<file path="config.mk">
export PLATFORM = sky130hd
export DESIGN_NAME = regfile_wr_arbiter
export DESIGN_NICKNAME = d
export VERILOG_FILES = /design/src/rtl/regfile_pkg.sv /design/src/rtl/rr_arb2.sv /design/src/rtl/regfile_wr_arbiter.sv
export SDC_FILE = /design/constraint.sdc
export NUM_CORES = 1
export LEC_CHECK = 0
export CAP_MARGIN = 30
export CORE_MARGIN = 5
export CORE_UTILIZATION = 39
export CTS_CLUSTER_DIAMETER = 50
export DETAILED_ROUTE_END_ITERATION = 10
export PLACE_DENSITY = 0.81
export SLEW_MARGIN = 20
export SYNTH_ARGS = -nofsm -noshare
export SYNTH_HDL_FRONTEND = slang
export SYNTH_SLANG_ARGS = --single-unit
</file>
<file path="constraint.sdc">
create_clock -name clk -period 1.7 [get_ports clk]
set_input_delay 0.34 -clock clk [delete_from_list [all_inputs] [get_ports clk]]
set_output_delay 0.34 -clock clk [all_outputs]
set_load 0.05 [all_outputs]
</file>
<file path="src/rtl/regfile_pkg.sv">
// Shared constants and encodings for the register-file write arbiter.
// Data/address widths, requester IDs and round-robin priority states.
package regfile_pkg;

  localparam int REG_DW = 32;
  localparam int REG_AW = 5;
  localparam int REG_N  = 32;

  localparam logic REQ_A = 1'b0;
  localparam logic REQ_B = 1'b1;

  typedef enum logic {
    PRIO_A = 1'b0,
    PRIO_B = 1'b1
  } prio_e;

endpackage

</file>
<file path="src/rtl/rr_arb2.sv">
// Two-way round-robin arbiter owning the priority pointer flop.
// Ports: clk, rst (async active-low), req[1:0], hold -> gnt[1:0].
module rr_arb2
  import regfile_pkg::*;
(
  input  logic       clk,
  input  logic       rst,
  input  logic [1:0] req,
  input  logic       hold,
  output logic [1:0] gnt
);

  prio_e prio_q, prio_d;

  always_ff @(posedge clk or negedge rst) begin
    if (!rst) prio_q <= PRIO_A;
    else      prio_q <= prio_d;
  end

  // After any grant, priority passes to the other requester.
  always_comb begin
    prio_d = prio_q;
    if (gnt[REQ_A])      prio_d = PRIO_B;
    else if (gnt[REQ_B]) prio_d = PRIO_A;
  end

  // Grants are suppressed during reset so ready stays low.
  always_comb begin
    gnt = 2'b00;
    if (rst && !hold) begin
      if (req[REQ_A] &&
          (!req[REQ_B] || prio_q == PRIO_A))
        gnt[REQ_A] = 1'b1;
      else if (req[REQ_B])
        gnt[REQ_B] = 1'b1;
    end
  end

endmodule

</file>
<file path="src/rtl/regfile_wr_arbiter.sv">
// Shares the register-file write port between A (write-back) and B (load/debug).
// Ports: a_/b_ valid/addr/data/ready, hold, reg_sel, reg_wdata, rd_addr, fwd_hit, fwd_data.
module regfile_wr_arbiter
  import regfile_pkg::*;
#(
  parameter int DW    = REG_DW,
  parameter int AW    = REG_AW,
  parameter int NREGS = REG_N
) (
  input  logic             clk,
  input  logic             rst,
  input  logic             a_valid,
  input  logic [AW-1:0]    a_addr,
  input  logic [DW-1:0]    a_data,
  output logic             a_ready,
  input  logic             b_valid,
  input  logic [AW-1:0]    b_addr,
  input  logic [DW-1:0]    b_data,
  output logic             b_ready,
  input  logic             hold,
  output logic [NREGS-1:0] reg_sel,
  output logic [DW-1:0]    reg_wdata,
  input  logic [AW-1:0]    rd_addr,
  output logic             fwd_hit,
  output logic [DW-1:0]    fwd_data
);

  logic [1:0]       gnt;
  logic             grant;
  logic [AW-1:0]    w_addr;
  logic [DW-1:0]    w_data;

  logic             pend_valid_q, pend_valid_d;
  logic [AW-1:0]    pend_addr_q, pend_addr_d;
  logic [DW-1:0]    pend_data_q, pend_data_d;
  logic [NREGS-1:0] reg_sel_q, reg_sel_d;
  logic [DW-1:0]    reg_wdata_q, reg_wdata_d;

  rr_arb2 u_arb (
    .clk  (clk),
    .rst  (rst),
    .req  ({b_valid, a_valid}),
    .hold (hold),
    .gnt  (gnt)
  );

  assign a_ready = gnt[REQ_A];
  assign b_ready = gnt[REQ_B];
  assign grant   = |gnt;
  assign w_addr  = gnt[REQ_B] ? b_addr : a_addr;
  assign w_data  = gnt[REQ_B] ? b_data : a_data;

  always_comb begin
    pend_valid_d = grant;
    pend_addr_d  = pend_addr_q;
    pend_data_d  = pend_data_q;
    reg_wdata_d  = reg_wdata_q;
    if (grant) begin
      pend_addr_d = w_addr;
      pend_data_d = w_data;
      reg_wdata_d = w_data;
    end
  end

  // x0 is hardwired zero: never select it.
  always_comb begin
    reg_sel_d = '0;
    if (grant && w_addr != '0)
      reg_sel_d[w_addr] = 1'b1;
  end

  always_ff @(posedge clk or negedge rst) begin
    if (!rst) begin
      pend_valid_q <= 1'b0;
      pend_addr_q  <= '0;
      pend_data_q  <= '0;
      reg_sel_q    <= '0;
      reg_wdata_q  <= '0;
    end else begin
      pend_valid_q <= pend_valid_d;
      pend_addr_q  <= pend_addr_d;
      pend_data_q  <= pend_data_d;
      reg_sel_q    <= reg_sel_d;
      reg_wdata_q  <= reg_wdata_d;
    end
  end

  assign reg_sel   = reg_sel_q;
  assign reg_wdata = reg_wdata_q;
  assign fwd_hit   = pend_valid_q &&
                     pend_addr_q == rd_addr &&
                     rd_addr != '0;
  assign fwd_data  = pend_data_q;

endmodule

</file>
After elaboration in Yosys (flattened, before gate mapping). Cells that the tools add are included.

Word-level logic and storage cells: 33. Flip-flop bits (word level): 71. Output and inout bits: 99. Input port bits: 84.

Reduce and logical (&&, ||, !) cells: 13. Bitwise operators: 1. Multiplexer cells: 11. Equal/unequal tests: 1. Magnitude comparators: 2.

Operators by type and width (number): two-way mux 32 bit (2); nonzero test 5 bit (2); logical AND 1 bit (6); less-than comparator 5 x 6 -> 1 bit, second input constant (1); two-way mux 1 bit (6); demux 1 bit (select 5 bit) (1); equality test 5 bit (1); >= comparator 5 x 1 -> 1 bit, second input constant (1); two-way mux 5 bit (1); zero test 1 bit (2); two-way mux 2 bit (1); nonzero test 2 bit (1); OR reduction 2 bit (1); logical OR 1 bit (1); NOT 1 bit (1).

Depth between registers and ports, before layout. Gate-level depths: netlist of the first run.

Depth after elaboration: 11. Mapped depth: 7. Depth with buffers taken out: 5.

Hierarchy. Synthesis of the first run repeated with hierarchy kept, for this count alone.

Cells, all modules: 307. Area total of the unflattened synthesis: 3340.7 µm².

By module, submodules not included: regfile_wr_arbiter (area each 3264.4 µm², cells each 298, instances 1, sequential area each 1751.7 µm²); rr_arb2 (area each 76.3 µm², cells each 9, instances 1, sequential area each 25.0 µm²).

Worst setup path before layout of the first run. No wires, ideal clock.

Path type: register to output. Start: register pend_addr_q[0]. End: output fwd_hit. Data required time: 1.360 ns. Buffers on the path: 0. Cell stages (with the launch flop): 4. Arrival: 1.698 ns. Setup slack: -0.338 ns. Cell sequence: dfrtp_1 -> xnor2_1 -> nand3_1 -> nor3_1.

Cells in the longest elaborated chain, start to end: 3.

RTL lines: start: declaration (line regfile_wr_arbiter.sv:34) `logic [AW-1:0] pend_addr_q, pend_addr_d;`; start signal: assignment (line regfile_wr_arbiter.sv:81) `pend_addr_q <= pend_addr_d;`; equality test 5 bit (line regfile_wr_arbiter.sv:91) `pend_addr_q == rd_addr &&`; logical AND 1 bit (line regfile_wr_arbiter.sv:90) `assign fwd_hit = pend_valid_q &&`; logical AND 1 bit (line regfile_wr_arbiter.sv:91); end: declaration (line regfile_wr_arbiter.sv:24) `output logic fwd_hit,`.

Every way passes these cells.

Worst setup path after layout of the first run. Ends and elaborated chain as after synthesis.

==> impl_metrics.tcl, run 1 <==
set metrics [dict create \
    outcome "complete, but fails checks" \
    violations "setup timing" \
    hold_class "in2async" \
    yosys.area.top_type "dfrtp_1" \
    synth_fa_ha_area_share_pct 0 \
    layout_commonest_cell "buf_4" \
    drive_above_1_share_pct 33.20 \
    cts_buffers 9 \
    clockRootBuffer "clkbuf_8" \
    min_period_over_period_pct 107.0 \
    crit_end "fwd_hit" \
    grt_antenna_before_repair 0 \
    clk_pin_slew_ns 0.08 \
    synth.top_cell.area_share_pct 53.02 \
    rsz0062_at_grt "true" \
    syn-cell-area_um2 3351 \
    grt_max_degree 41 \
    synth_compound_area_share_pct 14.38 \
    synth-xor-area-share_pct 1.046 \
    place_area_um2 5037 \
    grt_pass1_vias 3246 \
    setup_viol 1 \
    overflow 0 \
    powerDensity_nw_per_um2 1084 \
    die_x_um 102.7 \
    drcViolationCount 0 \
    power_leakage_nw 2.666 \
    path_max_fanout 3 \
    rows 33 \
    arrival_ns 1.48 \
    clk_latency_ns 0.34 \
    peakVddDrop_uv 463.4 \
    n_antenna_cell 0 \
    dieArea_um2 10550 \
    yosysWarnings 0 \
    yosysUniqueCellTypes 36 \
    slew_viol_final 0 \
    clock-sinks 71 \
    place.gp.congestion 0.9286 \
    ys_ff_latch 71 \
    synth-seq-area-share_pct 53.02 \
    pin_count 183 \
    fin_util_pct 64.30 \
    vias 3181 \
    initial_core_util_pct 40.37 \
    reg2regPathDepth 5 \
    period_minus_slack_ns 1.820 \
    netlist_top_cells_area "dfrtp_1 (53%), a222oi_1 (9.6%), buf_4 (7.2%), inv_1 (3.8%), nor2_1 (3.7%)" \
    htree_levels 3 \
    clock_path_buffers 2 \
    r2r-end "reg_sel[20]" \
    die_y_um 102.7 \
    crit_path_start "pend_addr_q[0]" \
    wl_per_cell_um 18.24 \
    syn_nets 409 \
    fillers 670 \
    muxShareOfSynthArea_pct 3.398 \
    port_buffers 182 \
    setup.worst_path.class "reg2out" \
    synthSimpleGateAreaFrac_pct 12.96 \
    grt_pass1_wl_mm 16.65 \
    drv_cap 0 \
    hold_viol 0 \
    finalPower_mw 5.783 \
    final_cell_mix "buf_4 (137), clkdlybuf4s50_1 (79), dfrtp_1 (71), inv_1 (34), nor2_1 (33)" \
    dpl.hpwl_mm 8.325 \
    finalClockSkew_ns 0.009780 \
    rrSetupSlack_ns 0.10 \
    postLayoutCellArea_um2 5336 \
    core_um2 8299 \
    antenna_left 0 \
    synthCells 325 \
    fin_tns_setup_ns -0.1197 \
    postSynthAreaPerCell_um2 10.31 \
    via_per_inst 5.131 \
    drt_pre_antenna_iters 7 \
    setup_slack_ns -0.1197 \
    r2r_start "u_arb.prio_q" \
    final_nets 594 \
    syn_to_final_growth_pct 59.26 \
    max_freq_ghz 0.5495 \
    cp.required_ns 1.36 \
    dp.cells 595 \
    grt_use_total_pct 20.75 \
    synth_top_family_by_area "buffers and inverters" \
    cp-start-kind "register" \
    finalWirelength_mm 11.31 \
    dr.first_iter.drc_count 182 \
    final_cells 620 \
    cts_tree "done" \
    end_kind "output pin" \
]
[flip-flops by register name (all words and copies together) (netlist names)]
name	flops
reg_sel	32
reg_wdata	32
pend_addr_q	5
pend_valid_q	1
u_arb.prio_q	1
[routing by layer]
layer	GRT usage [%]	routed length, um	part of all wire (%)	vias up
li1	-	-	-	1477
met1	23.05	3911	35	1533
met2	37.49	5935	52	151
met3	6.698	1297	11	20
met4	6.660	165	1.5	0
met5	0	0	0	-
[power by group]
| group | internal [mW] | switching [mW] | total [mW] | leakage [nW] |
|---|---|---|---|---|
| sequential | 1.87 | 0.162 | 2.03 | 0.927 |
| combinational | 0.848 | 1.59 | 2.44 | 1.64 |
| clock | 0.673 | 0.641 | 1.31 | 0.0960 |
[worst min path at each step]
stage                     endpoint  slack, ns
floorplan           pend_addr_q[0]       0.04
global placement       reg_sel[27]       0.43
detailed placement      reg_sel[2]       0.43
CTS                     reg_sel[2]       0.05
global route           reg_sel[18]       0.07
finish                 reg_sel[26]       0.05
[per-stage QoR]
stage               setup slack, ns  hold slack (ns)
floorplan                   0.07456          0.04441
global placement            -0.2252           0.4306
detailed placement          -0.2885           0.4311
CTS                         -0.1384          0.05481
global route                -0.2145          0.07028
finish                      -0.1197          0.04880
[critical path, stage by stage, from the launching register on]
cell and delay, ns:
dfrtp_1 0.41, nor4_1 0.28, nor3_1 0.07, a21oi_1 0.15, nor3_2 0.08, buf_12 0.15
[cell usage after synthesis (all sizes together)]
library cell,number
a41oi,1
xnor2,4
o31a,1
or4,1
a21oi,14
mux2i,8
a31oi,1
nor2,33
conb,1
dfrtp,71
clkbuf,6
and3b,1
a2111oi,1
nand3,5
a311oi,1
nor4b,2
nor2b,5
nor4,1
a222oi,32
nand2b,5
nand4,3
buf,46
and2,1
mux2,3
and4,1
inv,36
and3,1
nor3,8
o21ai,10
nand2,22
[kinds of logic after synthesis]
kind of cell	count (synthesis)
compound gates	61
simple gates	89
buf+inv	88
flops	71
xor+xnor	4
mux	11
other cells	1
[timing repair]
action / in CTS / in global routing
hold buffers: 0 / 0
endpoints found under the setup margin: 3 / 4
gates resized for setup: 8 / 1
pin swaps: 2 / 3
hold endpoints to repair: 0 / 0
gates cloned: 1 / 0
setup buffers: 6 / 2
[area by class of cell]
cell class                 count  area, um^2  share of cell area [%]
clock buffer                  10       127.6                   2.392
clock inverter                 6       61.31                   1.149
inverter                      36       137.6                   2.579
multi-input combinational    166        1104                   20.68
sequential                    71        1777                   33.29
tap                          105       131.4                   2.462
timing repair buffer         226        1998                   37.44
(Power assumes the default switching activity.)
==> run 2: changes to the inputs <==
Settings changed: PLACE_DENSITY 0.81 to 0.93.
==> impl_metrics.tcl, run 2 (synthesis gave the netlist of run 1 again) <==
set metrics [dict create \
    finalWirelength_mm 11.77 \
    period_minus_slack_ns 1.813 \
    slew_viol_final 0 \
    final_cells 631 \
    cts_tree "done" \
    end_kind "output pin" \
    hold_depth 2 \
    grt_use_total_pct 21.07 \
    finalClockSkew_ns 0.005513 \
    hold_viol 0 \
    grt_max_degree 72 \
    final_nets 605 \
    die_x_um 102.7 \
    drt_pre_antenna_iters 6 \
    cts_buffers 9 \
    rows 33 \
    grt_pass1_wl_mm 16.91 \
    final_cell_mix "buf_4 (145), clkdlybuf4s50_1 (79), dfrtp_1 (71), inv_1 (34), nor2_1 (33)" \
    hold_class "in2reg" \
    clockRootBuffer "clkbuf_8" \
    fillers 627 \
    grt_pass1_vias 3255 \
    power_leakage_nw 2.767 \
    antenna_left 0 \
    grt_antenna_before_repair 0 \
    violations "setup timing" \
    die_y_um 102.7 \
    pin_count 183 \
    max_freq_ghz 0.5517 \
    overflow 0 \
    gr-usage-met3_pct 8.525 \
    place.gp.congestion 0.8568 \
    path_max_fanout 3 \
    clk_pin_slew_ns 0.08 \
    whs_endpoint "u_arb.prio_q" \
    clock-sinks 71 \
    clk_latency_ns 0.35 \
    min_period_over_period_pct 106.6 \
    cp-start-kind "register" \
    rsz0062_at_grt "true" \
    hp-start "b_valid" \
    reg2regPathDepth 6 \
    via_per_inst 5.211 \
    busiest_layer "met2" \
    n_antenna_cell 0 \
    setup.worst_path.class "reg2out" \
    syn_to_final_growth_pct 64.30 \
    arrival_ns 1.47 \
    dieArea_um2 10550 \
    dr.first_iter.drc_count 273 \
    grt_util_met1_pct 23.03 \
    r2r_start "u_arb.prio_q" \
    powerDensity_nw_per_um2 1100 \
    port_buffers 182 \
    rrSetupSlack_ns 0.08 \
    drcViolationCount 0 \
    holdWs_ns 0.2693 \
    clock_path_buffers 2 \
    htree_levels 3 \
    wl_per_cell_um 18.66 \
    cp.required_ns 1.36 \
    finalPower_mw 6.057 \
    drive_above_1_share_pct 34.41 \
    r2r-end "reg_wdata[6]" \
    core_um2 8299 \
    met2_usage_pct 37.74 \
    dp.cells 599 \
    drv_cap 0 \
    dpl.hpwl_mm 8.640 \
    initial_core_util_pct 40.37 \
    peakVddDrop_uv 592.7 \
    setup_viol 1 \
    outcome "complete, but fails checks" \
    layout_commonest_cell "buf_4" \
    vias 3288 \
    setup_slack_ns -0.1127 \
]
run 2: worst max path at each step:
stage / slack, ns / from / to
2_1_floorplan: 0.07 / pend_addr_q[0] / fwd_hit
3_3_place_gp: -0.18 / a_valid / reg_sel[28]
3_5_place_dp: -0.25 / a_valid / reg_wdata[1]
4_1_cts: -0.13 / pend_addr_q[2] / fwd_hit
5_1_grt: -0.20 / pend_addr_q[2] / fwd_hit
6_report: -0.11 / pend_addr_q[2] / fwd_hit
run 2: layer usage:
| layer | share of wire [%] | up-vias |
|---|---|---|
| met2 | 51 | 170 |
| met5 | 0 | - |
| met3 | 12 | 21 |
| met4 | 2.1 | 0 |
| met1 | 35 | 1595 |
| li1 | - | 1502 |
run 2: cell type report:
cell class | count | area (um^2) | share of cell area [%]
Multi-Input combinational cell | 166 | 1099 | 19.95
Clock buffer | 9 | 123.9 | 2.250
Tap cell | 105 | 131.4 | 2.386
Inverter | 36 | 142.6 | 2.591
Clock inverter | 7 | 103.9 | 1.886
Timing Repair Buffer | 237 | 2128 | 38.66
Sequential cell | 71 | 1777 | 32.27
run 2: power by group:
group | switching (mW) | total [mW] | leakage (nW) | internal (mW)
Sequential | 0.166 | 2.04 | 0.927 | 1.87
Clock | 0.697 | 1.54 | 0.108 | 0.846
Combinational | 1.61 | 2.48 | 1.73 | 0.865
Total | 2.48 | 6.06 | 2.77 | 3.58
run 2: critical path, stage by stage, from the launching register on:
cell     delay (ns)
dfrtp_1        0.40
nor4_1         0.28
nor3_1         0.07
a21oi_1        0.16
nor3_2         0.07
buf_12         0.15
run 2: timing repair:
| action | in CTS | in global routing |
|---|---|---|
| pin swaps | 2 | 4 |
| gates resized for setup | 7 | 4 |
| gates cloned | 1 | 1 |
| endpoints found under the setup margin | 3 | 27 |
| endpoints found under the hold margin | 0 | 15 |
| setup buffers | 4 | 8 |
| hold buffers | 0 | 1 |
run 2: metrics by stage:
| stage | utilization, % | cell area, um^2 | setup TNS [ns] | setup slack [ns] |
|---|---|---|---|---|
| 2_1_floorplan | - | 3356 | 0 | 0.07456 |
| 3_3_place_gp | 61.06 | 5067 | -9.605 | -0.1796 |
| 3_5_place_dp | 61.06 | 5067 | -12.13 | -0.2523 |
| 4_1_cts | 64.72 | 5371 | -0.1875 | -0.1257 |
| 5_1_grt | 66.34 | 5505 | -0.3043 | -0.1994 |
| 6_report | 66.34 | 5505 | -0.1127 | -0.1127 |
==> edit 1 (config.mk and constraints of run 2) <==
`REG_DW`: 32 -> 40.
--- a/src/rtl/regfile_pkg.sv
+++ b/src/rtl/regfile_pkg.sv
@@ -2,7 +2,7 @@
 // Data/address widths, requester IDs and round-robin priority states.
 package regfile_pkg;
 
-  localparam int REG_DW = 32;
+  localparam int REG_DW = 40;
   localparam int REG_AW = 5;
   localparam int REG_N  = 32;
 
Ports: changed (resized a_data, b_data, fwd_data and reg_wdata); port bits go from 183 to 215. The function was not compared with the original's and may differ.
==> edit 1 against run 2 <==
The flow still finishes with violations (setup timing). Sequential cell count is 8 higher. Worst setup slack worse by 0.13 ns. Clock power is 3% lower. Power is 12% higher. Synthesized area is 12% higher. Final area is 9.7% higher. Non-clock buffer count is 23 higher. Wire length is 13% higher. Largest power group unchanged.
==> edit 1: results <==
{
  "dpl.hpwl_um": 10100,
  "dp_cells": 676,
  "p_leak_nw": 3.00,
  "met3WireLength_um": 1590,
  "largest_reg_flops": 40,
  "antenna_cells": 0,
  "status": "complete, but fails checks",
  "synthTopCellsByCount": "79 x dfrtp_1, 42 x inv_1, 40 x a222oi_1, 40 x buf_4, 34 x nor2_1",
  "ys_seq_area_frac": 0.526,
  "synth_cells": 359,
  "ys.flop_type": "dfrtp_1",
  "fin_skew_ns": 0.00898,
  "yosysUniqueCellTypes": 37,
  "nets": 667,
  "stdcell_count": 701,
  "place_area_um2": 5700,
  "relSlewSlack": 0.629,
  "finalWeightedCongestion": 0.880,
  "violations": "setup timing",
  "finalWorstSetupSlack_ns": -0.242,
  "wirelength_um": 13300,
  "wl_met1_um": 4470,
  "r2r_slack_ns": 0.14,
  "drive_gt1_frac": 0.336,
  "grt_util_all_layers": 0.222,
  "vias": 3652,
  "cts_max_level": 3,
  "hold_path_class": "input port to asynchronous set/reset pin",
  "critPathSlowestCell": "dfrtp_1",
  "first_iter_violations": 381,
  "crit_family": "flip-flops",
  "grt_pass1_vias": 3867,
  "peakVddDrop_mv": 0.516,
  "synth-compound-area-share": 0.152,
  "dr.pass1.iters": 9,
  "grt_max_degree": 52,
  "synth_xor_area_frac": 0.00932,
  "max_stage_delay_ns": 0.43,
  "synth_mux_area_frac": 0.0329,
  "yosys-top-cells-area": "dfrtp_1 53%, a222oi_1 11%, buf_4 8.0%, inv_1 4.2%, nor2_1 3.4%",
  "critical_path.startpoint": "pend_addr_q[3]$_DFFE_PN0P_",
  "clkLatencyLatePin_ns": 0.35,
  "setup_viol": 1,
  "drv_cap": 0,
  "synth_nets": 459,
  "async_reset_ff_frac": 1.00,
  "clockBufferDepth": 2,
  "rr_worst_depth": 6,
  "worst_ep_arrival_time_ns": 1.60,
  "grt_first_pass_wirelength_um": 20200,
  "place_ws_ns": -0.338,
  "r2r_end": "reg_wdata[33]$_DFFE_PN0P_",
  "port_buffers": 214,
  "dr_wl_met2_um": 6850
}
## edit 1: changes by cell type after synthesis, sizes merged
cell	run 2	this run
inv	36	43
buf	46	53
dfrtp	71	79
mux2i	8	9
a21oi	14	13
clkinv	0	1
nand2	22	20
nor2	33	34
clkbuf	6	10
a222oi	32	40
## edit 1: layout make-up
cell class                      count  area [um2]
Clock inverter                      7        87.6
Timing Repair Buffer              260        2320
Fill cell                         736        3290
Tap cell                          129         161
Multi-Input combinational cell    173        1200
Clock buffer                        9         124
Inverter                           44         170
Sequential cell                    79        1980
## edit 1: kinds of logic (layout without fill, tap and decap cells)
logic type	after synthesis	count (layout)
multiplexers	12	12
AO/OA/AOI/OAI	68	68
buffers and inverters	107	320
flip-flops	79	79
other	1	1
AND/OR/NAND/NOR	88	88
XOR/XNOR	4	4
## edit 1: through the flow
stage	setup TNS (ns)	hold WS [ns]	total power [W]
5_1_grt	-0.315	0.0623	0.00707
3_5_place_dp	-19.23	0.445	0.00527
2_1_floorplan	0	0.0444	0.00436
3_3_place_gp	-13.08	0.424	0.00520
6_report	-0.242	0.0414	0.00677
4_1_cts	-0.312	0.0406	0.00681
## edit 1: repair_timing
action | CTS | global route
setup buffers | 1 | 6
gates cloned | 1 | 1
pin swaps | 2 | 3
gates resized for setup | 11 | 1
setup endpoints to repair | 3 | 3
## edit 1: metal layers
metal	global-route usage	vias up
li1	-	1635
met1	0.233	1762
met2	0.397	228
met3	0.0878	27
met4	0.0839	0
met5	0	-
## edit 1: power by group
group	switching (W)	leakage, nW	internal, W
sequential	0.000204	1.03	0.00210
clock	0.000775	0.102	0.000714
combinational	0.00197	1.88	0.00101
==> edit 2 (config.mk and constraints of run 2) <==
Without the edit above. `pend_addr_q`, `pend_data_q` and `reg_wdata_q` no longer have a reset.
--- a/src/rtl/regfile_wr_arbiter.sv
+++ b/src/rtl/regfile_wr_arbiter.sv
@@ -72,17 +72,17 @@
   always_ff @(posedge clk or negedge rst) begin
     if (!rst) begin
       pend_valid_q <= 1'b0;
-      pend_addr_q  <= '0;
-      pend_data_q  <= '0;
       reg_sel_q    <= '0;
-      reg_wdata_q  <= '0;
     end else begin
       pend_valid_q <= pend_valid_d;
-      pend_addr_q  <= pend_addr_d;
-      pend_data_q  <= pend_data_d;
       reg_sel_q    <= reg_sel_d;
-      reg_wdata_q  <= reg_wdata_d;
     end
+  end
+
+  always_ff @(posedge clk) begin
+    pend_addr_q <= pend_addr_d;
+    pend_data_q <= pend_data_d;
+    reg_wdata_q <= reg_wdata_d;
   end
 
   assign reg_sel   = reg_sel_q;
Behaviour: differs if rst is asserted again (counterexample within 4 cycles, from zero or initial values and one cycle with rst low); with rst held inactive, the same outputs for 10 cycles.
==> edit 2 against run 2 <==
Synthesized area grew 11%. Utilization shrank 4.7 points. Sequential share of layout area grew 2.1 points. Via count shrank 0.61%. First-iteration DRC count shrank 4.8%. Sequential cell count is the same. Register-to-register slack gained 0.03 ns. Final area grew 3.9%. Wire length grew 6.0%. Worst setup slack lost 0.033 ns. The run still ends with setup timing left.
Power is not compared: it rests on default switching activity, and its combinational part moved more than twofold at a synthesized area within 25%.
==> edit 2: results <==
{
  "grt_pass1_vias": 3234,
  "finalWorstSetupSlack_ns": -0.146,
  "first_iter_violations": 260,
  "vias": 3268,
  "cp_max_fo": 2,
  "synthTopCellsByCount": "37 x edfxtp_1, 34 x dfrtp_1, 33 x buf_4",
  "synth_nets": 391,
  "async_reset_ff_frac": 0.479,
  "dr.pass1.iters": 5,
  "synth-edff-count": 37,
  "grt_util_all_layers": 0.207,
  "stdcell_count": 610,
  "grt_max_degree": 39,
  "pwr-share-seq": 0.421,
  "use_met3": 0.0720,
  "fin_skew_ns": 0.0119,
  "use_met1": 0.225,
  "violations": "setup timing",
  "dr_wl_met2_um": 6630,
  "dpl.hpwl_um": 9140,
  "yosys-top-cells-area": "edfxtp_1 30%, dfrtp_1 23%, mux2_4 7.7%, buf_4 6.7%, o211ai_1 6.3%",
  "cts_resized": 12,
  "synth-compound-area-share": 0.110,
  "critPathSlowestCell": "edfxtp_1",
  "met3WireLength_um": 1310,
  "hold_ws_ns": 0.158,
  "rr_worst_depth": 5,
  "ys_seq_area_frac": 0.527,
  "nets": 560,
  "clockPowerShare": 0.356,
  "worst_ep_arrival_time_ns": 1.51,
  "r2r_slack_ns": 0.11,
  "synth_mux_area_frac": 0.131,
  "max_stage_delay_ns": 0.42,
  "clkLatencyLatePin_ns": 0.34,
  "finalWeightedCongestion": 0.873,
  "place_area_um2": 5430,
  "wirelength_um": 12500,
  "fin_setup_tns_ns": -0.146,
  "critical_path.startpoint": "pend_addr_q[3]$_DFFE_PP_",
  "drive_gt1_frac": 0.403,
  "wl_met1_um": 4370,
  "hold_path_class": "input port to asynchronous set/reset pin",
  "place_ws_ns": -0.402,
  "p_per_area_nw_per_um2": 796,
  "reg2reg_from": "u_arb.prio_q$_DFFE_PN0P_",
  "yosysUniqueCellTypes": 33,
  "synth_xor_area_frac": 0.00941,
  "r2r_end": "reg_wdata[20]$_DFFE_PP_",
  "synth_cells": 307,
  "status": "complete, but fails checks",
  "setup_viol": 1,
  "grt_first_pass_wirelength_um": 18400,
  "grt_use_met2": 0.382,
  "dp_cells": 589
}
edit 2: changes by cell type in the layout (fill, tap and decap cells not counted), moves of 21 or more:
| cell | delta |
|---|---|
| a222oi_1 | -32 |
| buf_4 | -21 |
| dfrtp_1 | -38 |
| edfxtp_1 | +37 |
| inv_1 | -34 |
| nand4_1 | +28 |
| nor2_1 | -31 |
| o211ai_1 | +31 |
edit 2: cell type report:
| class | count | area [um2] |
|---|---|---|
| multi-input cells | 176 | 1400 |
| clock buffers | 10 | 128 |
| inverters | 1 | 7.51 |
| repair buffers | 217 | 1950 |
| fillers | 742 | 3560 |
| well taps | 129 | 161 |
| flip-flops and latches | 71 | 1960 |
| clock inverters | 6 | 110 |
edit 2: worst register-to-register path, delay by kind of cell (launching register included):
family	cells	cell delay, ns
mux	1	0.34
buf+inv	2	0.32
flops	1	0.46
simple gates	2	0.23
